## config.mk

```make
export PLATFORM = sky130hd
export DESIGN_NAME = aes_input_loader
export DESIGN_NICKNAME = d
export VERILOG_FILES = /design/src/rtl/aes_input_loader.sv
export SDC_FILE = /design/constraint.sdc
export NUM_CORES = 1
export LEC_CHECK = 0
export ABC_AREA = 1
export CAP_MARGIN = 10
export CORE_MARGIN = 4
export CORE_UTILIZATION = 56
export DETAILED_ROUTE_END_ITERATION = 6
export PLACE_DENSITY = 0.86
export SLEW_MARGIN = 20
export SYNTH_ARGS = -nofsm -noshare
export SYNTH_HDL_FRONTEND = slang
export SYNTH_SLANG_ARGS = --single-unit
export TNS_END_PERCENT = 100
```

## constraint.sdc

```tcl
create_clock -name clock -period 4.1 [get_ports clock]
set_input_delay 0.82 -clock clock [delete_from_list [all_inputs] [get_ports clock]]
set_output_delay 0.82 -clock clock [all_outputs]
set_load 0.1 [all_outputs]
```

## src/rtl/aes_input_loader.sv

```systemverilog
// Input loader for the pipelined AES core: packs 32-bit host words into key/state
// blocks, issues blocks and tracks in-flight tokens. Optional counters: AES_LOADER_CNT_EN.
module aes_input_loader #(
  parameter int unsigned PIPE_DEPTH = 11,
  parameter int unsigned WORD_W     = 32
) (
  input  logic                  clock,
  input  logic                  reset,
  input  logic                  in_valid,
  output logic                  in_ready,
  input  logic [WORD_W-1:0]     in_data,
  input  logic                  in_is_key,
  output logic [4*WORD_W-1:0]   state_out,
  output logic [4*WORD_W-1:0]   key_out,
  output logic                  issue,
  output logic                  pipe_valid,
  output logic                  key_loaded,
  output logic                  busy
`ifdef AES_LOADER_CNT_EN
  ,
  output logic [31:0]           blk_count,
  output logic [15:0]           drop_count
`endif
);

  localparam int unsigned BUF_W = 3 * WORD_W;

  typedef enum logic [1:0] {IDLE, FILL, ISSUE} fsm_t;

  fsm_t                  fsm;
  logic [BUF_W-1:0]      asm_q;
  logic [1:0]            cnt;
  logic                  grp_key;
  logic [PIPE_DEPTH-1:0] shift;
  logic [PIPE_DEPTH-1:0] shift_nxt;
  logic                  accept;

  assign accept     = in_valid & in_ready;
  assign shift_nxt  = {shift[PIPE_DEPTH-2:0], issue};
  assign pipe_valid = shift[PIPE_DEPTH-1];

  // Group assembly, block hand-off and token shift register
  always_ff @(posedge clock) begin
    if (reset) begin
      fsm        <= IDLE;
      in_ready   <= 1'b0;
      asm_q      <= '0;
      cnt        <= 2'd0;
      grp_key    <= 1'b0;
      state_out  <= '0;
      key_out    <= '0;
      issue      <= 1'b0;
      key_loaded <= 1'b0;
      shift      <= '0;
      busy       <= 1'b0;
    end else begin
      in_ready <= 1'b1;
      issue    <= 1'b0;
      shift    <= shift_nxt;
      busy     <= |shift_nxt;
      case (fsm)
        IDLE: begin
          if (accept) begin
            asm_q[BUF_W-1 -: WORD_W] <= in_data;
            grp_key                  <= in_is_key;
            cnt                      <= 2'd1;
            fsm                      <= FILL;
          end
        end
        FILL: begin
          if (accept) begin
            if (in_is_key != grp_key) begin
              // Kind switched mid-group: the new word restarts assembly
              asm_q[BUF_W-1 -: WORD_W] <= in_data;
              grp_key                  <= in_is_key;
              cnt                      <= 2'd1;
            end else if (cnt == 2'd3) begin
              cnt <= 2'd0;
              fsm <= IDLE;
              if (grp_key) begin
                key_out    <= {asm_q, in_data};
                key_loaded <= 1'b1;
              end else if (key_loaded) begin
                state_out <= {asm_q, in_data};
                issue     <= 1'b1;
                in_ready  <= 1'b0;
                fsm       <= ISSUE;
              end
            end else begin
              case (cnt)
                2'd1:    asm_q[2*WORD_W-1 -: WORD_W]  <= in_data;
                2'd2:    asm_q[WORD_W-1:0]            <= in_data;
                default: asm_q[BUF_W-1 -: WORD_W]     <= in_data;
              endcase
              cnt <= cnt + 2'd1;
            end
          end
        end
        ISSUE: begin
          fsm <= IDLE;
        end
        default: begin
          fsm <= IDLE;
        end
      endcase
    end
  end

`ifdef AES_LOADER_CNT_EN
  logic drop;

  // A state group is lost when a key word interrupts it or it completes before any key
  assign drop = accept & (fsm == FILL) & ~grp_key &
                (in_is_key | ((cnt == 2'd3) & ~key_loaded));

  always_ff @(posedge clock) begin
    if (reset) begin
      blk_count  <= 32'd0;
      drop_count <= 16'd0;
    end else begin
      if (issue) blk_count <= blk_count + 32'd1;
      if (drop && (drop_count != 16'hFFFF)) drop_count <= drop_count + 16'd1;
    end
  end
`endif

endmodule

```

# After elaboration in Yosys (flattened, before gate mapping)

Cells that the tools add are included.

$add $sub $neg: 1
Eq/ne operators: 12
Multiplexer cells: 31
Bitwise gates (word level): 6
Reduce and logical (&&, ||, !) cells: 13

Operators with widths:

| kind                  | number |
|---|---|
| $mux W96              | 2 |
| $mux W32              | 5 |
| $mux W64              | 1 |
| $pmux W32 S2          | 1 |
| $reduce_and A5 Y1     | 4 |
| $mux W2               | 9 |
| $reduce_or A11 Y1     | 1 |
| $mux W1               | 10 |
| $ne A2 B2 Y1 const B  | 5 |
| $pmux W2 S2           | 2 |
| $reduce_and A4 Y1     | 2 |
| $ne A3 B3 Y1 const B  | 2 |
| $reduce_and A6 Y1     | 1 |
| $reduce_or A6 Y1      | 1 |
| $not A1 Y1            | 5 |
| $eq A2 B1 Y1 const B  | 2 |
| $eq A2 B2 Y1 const B  | 2 |
| $reduce_and A3 Y1     | 1 |
| $add A2 B1 Y2 const B | 1 |
| $logic_not A2 Y1      | 1 |
| $pmux W1 S2           | 1 |
| $reduce_bool A2 Y1    | 1 |
| $reduce_or A2 Y1      | 1 |
| $and A1 B1 Y1         | 1 |
| $ne A1 B1 Y1          | 1 |

Flip-flop bits (word level): 372
Bits of input ports: 36
Logic and storage cells: 76

# Depth between registers and ports, before layout

Depth in word-level cells: 7
Gate-level depth with buffers: 10
Depth with buffers taken out: 9

# Worst setup path after synthesis

Ideal clock, no wire load.

Kind: register to register
Start: register in_ready
End: register key_out[117]
Arrival time: 1908 ps
Data required time: 3983 ps
Setup slack: 2075 ps
Stages on the path, launching flop included: 8
Path buffers: 2
Clock period less this slack: 2025 ps
Path through: dfxtp_1 > nand4_1 > nor2_4 > buf_2 > buf_2 > nand2_1 > nand2_1 > nor2_1

Longest elaborated chain between the ends: 2

Ends and longest elaborated chain:

| element                     | line | RTL |
|---|---|---|
| start, declared             | 10   | `output logic in_ready,` |
| start signal, assigned      | 46   | `in_ready <= 1'b0;` |
| start signal, assigned      | 57   | `in_ready <= 1'b1;` |
| start signal, assigned      | 86   | `in_ready <= 1'b0;` |
| $and A1 B1 Y1               | 38   | `assign accept = in_valid & in_ready;` |
| $reduce_and A5 Y1 (no line) | n/a  |  |
| end signal, assigned        | 81   | `key_out <= {asm_q, in_data};` |
| end, declared               | 14   | `output logic [4*WORD_W-1:0] key_out,` |

Every way passes these cells.
A chain may end at the register's enable or synchronous reset.

# Final worst setup path

Start: register key_loaded
End: output key_loaded

RTL lines:

| element                | line | RTL |
|---|---|---|
| start, declared        | 17   | `output logic key_loaded,` |
| start signal, assigned | 53   | `key_loaded <= 1'b0;` |
| start signal, assigned | 82   | `key_loaded <= 1'b1;` |

No word-level cell between the ends.

==> run metrics <==
Synth Instances=2137; TritonCTS Buffers=38; antenna viol nets, final=0; ANT cells=0; worst r2r src=cnt[0]$_SDFFE_PP0P_; CP arrival=2.13 ns; Root Buffer=clkbuf_16; Fin. Hold Viols=0; vias=14000; gp weighted congestion=0.859; Non-Filler Instances=2721; Clock Tree Buf Depth=3; fmax=339 MHz; DIE WIDTH=171 um; # rows=59; Endpoint, Worst Hold=shift[8]$_SDFF_PP0_; GR Util All Layers=28.8%; final WL=43400 um; Residual DRC=0; flop2flop setup slack=1.56 ns; Post-Syn Nets=2179; initial cell density of the core=57.0%; Worst path max stage delay=1.19 ns; Die Area=29200 um2; initial antenna violation count=0; cell-by-cell trace of the critical path=clkdlybuf4s50_1; Tightest Pin Transition=1.06 ns; DP HPWL=29500 um; register area share after synthesis=50.1%; Register-to-Register Path Depth=8; Max-slew headroom=29.1%; RSZ-0062 raised after global routing=no; delay-heaviest family, CP=buffers and inverters; Die Ht=171 um; Worst Path Max Fanout=4; Buf+Inv Stages, Crit Path=1; critical path's slowest cell=clkdlybuf4s50_1; Pwr per Cell Area=407 nW/um2; Max Cap Viol=0; dpl cells=2653; Seq cells post-synth=372; WL per Instance=16.0 um; Hold Crit Class=reg2reg; reg2reg end=state_out[5]$_SDFFE_PP0P_; CP Data Required Time=3.28 ns; Core ar.=26100 um2; via count of the first global-routing pass=13100; final setup margin=1.15 ns; H-tree depth=2; crit path kind=reg2out; initial DRC count=1304; LEAKAGE=8.10 nW; syn_area_per_cell=6.95 um2; number of I/O pins=297; Synth top area share=50.1%; post-CTS sizing=0; Worst Skew=0.0114 ns; total power=7.79 mW; clock sinks=372; fin crit period=2.95 ns; Layout Area Growth over Synthesis=28.7%; Final Max Slew Viols=0; grt ovf=0; leading area contributor after synthesis=dfxtp_1; yosys warns=0; outcome=finished, final reports clean; Post-CTS Setup Bufs=0; Final Util=73.4%; Crit. End Element=primary output; CTS tree=done; DR vias/cell=5.15; HP Start=shift[7]$_SDFF_PP0_; crit start category=register; setup_tns=0 ns; largest net degree at the start of global routing=141; Final setup viols=0; pre-CTS WS=0.935 ns; first-pass GRT wire length=67900 um; IO buf count=296; hold path cells=2; worst-case vdd ir drop=0.364 mV; Nets=2400; share of cells above drive strength 1=4.19%; Synth area leaders=dfxtp_1 50%, nor2_1 16%, nand2_1 12%; Clk Latency, worst-skew pair=0.52 ns; Detailed Routing Iterations Pass 1=5; Reg clk slew, reported paths=0.06 ns; Post-Syn Area=14900 um2; Final Cycle Share=71.9%; CTS Hold Bufs=0; Distinct cells, synth=25
-- Yosys cell counts --
cell type / number
o21ai_1: 29
nand3_2: 2
buf_1: 18
buf_6: 16
inv_1: 238
buf_4: 6
clkinv_1: 7
clkbuf_2: 7
nor3_1: 2
nor2_2: 1
a22oi_1: 1
a21oi_1: 6
inv_2: 2
ha_1: 6
nand3_1: 66
clkbuf_1: 25
nand2_2: 1
dfxtp_1: 372
nor2_1: 630
nand2_4: 3
buf_2: 68
nand4_1: 67
nand2_1: 458
nor2_4: 4
o21ai_0: 102
-- cell families (layout without fill, tap and decap cells) --
| logic type | after synthesis | in the layout | share of synthesized area [%] |
|---|---|---|---|
| AOI/OAI and AO/OA | 138 | 138 | 4.66 |
| adders and majority gates | 6 | 6 | 0.505 |
| and+or+nand+nor | 1234 | 1234 | 33.3 |
| DFF | 372 | 372 | 50.1 |
| buffers and inverters | 387 | 636 | 11.4 |
-- cell type report --
cell class                 instances  area [um2]
clock inverter                     8         140
multi-input combinational       1378        5730
inverter                         247         937
fill                            1971        6940
tap                              335         419
sequential                       372        7450
clock buffer                      60        1210
timing repair buffer             321        3240
-- sequential cells by signal (all words and copies together) (netlist names) --
name / cells
grp_key: 1
cnt: 2
in_ready: 1
key_out: 128
state_out: 128
key_loaded: 1
shift: 11
busy: 1
issue: 1
asm_q: 96
fsm: 2
-- per-stage QoR --
| step | hold slack [ns] | area, um2 |
|---|---|---|
| 3_5_place_dp | 0.420 | 17800 |
| 4_1_cts | 0.433 | 19100 |
| 2_1_floorplan | 0.403 | 14900 |
| 3_3_place_gp | 0.413 | 17800 |
| 6_report | 0.431 | 19100 |
| 5_1_grt | 0.450 | 19100 |
-- per-layer routing --
metal  track usage [%]  vias to the layer above  wire length (um)
met5                 0                        -                 0
met4              12.3                        0              1890
met3              5.50                      112              3150
met2              48.6                      545             20700
met1              36.3                     6475             17600
li1                  -                     6887                 -
-- worst max path at each step --
stage,from,end,slack (ns),cells past startpoint
6_report,key_loaded$_SDFFE_PP0P_,key_loaded,1.15,1
5_1_grt,in_ready$_SDFF_PP0_,in_ready,1.12,1
3_5_place_dp,in_is_key,state_out[106]$_SDFFE_PP0P_,0.94,10
3_3_place_gp,reset,state_out[99]$_SDFFE_PP0P_,0.99,5
2_1_floorplan,in_ready$_SDFF_PP0_,key_out[117]$_SDFFE_PP0P_,2.08,7
4_1_cts,key_loaded$_SDFFE_PP0P_,key_loaded,1.15,1
-- power by group --
part / internal, mW / switching [mW] / total, mW
Clock: 2.27 / 1.39 / 3.66
Sequential: 3.65 / 0.0211 / 3.67
Combinational: 0.145 / 0.312 / 0.457
-- worst reg2reg max path: stages, from the launching register on --
cell and delay (ns):
dfxtp_1 0.43, ha_1 0.31, nand2_1 0.10, nor2_1 0.18, nand2_4 0.37, inv_4 0.50
buf_12 0.30, nor2_1 0.14, nor2_1 0.14
-- cells in the final DEF, fill, tap and decap left out, types with 6 or more instances in the layout --
cell and n:
clkbuf_8 11, inv_1 237, nor2_1 630, ha_1 6, nand3_1 66, clkbuf_1 8, clkinv_1 7, nand4_1 67
o21ai_1 29, buf_4 18, dfxtp_1 372, clkdlybuf4s50_1 296, a21oi_1 6, buf_12 7, clkbuf_16 41, o21ai_0 102
nand2_1 457
(Power assumes the default switching activity.)
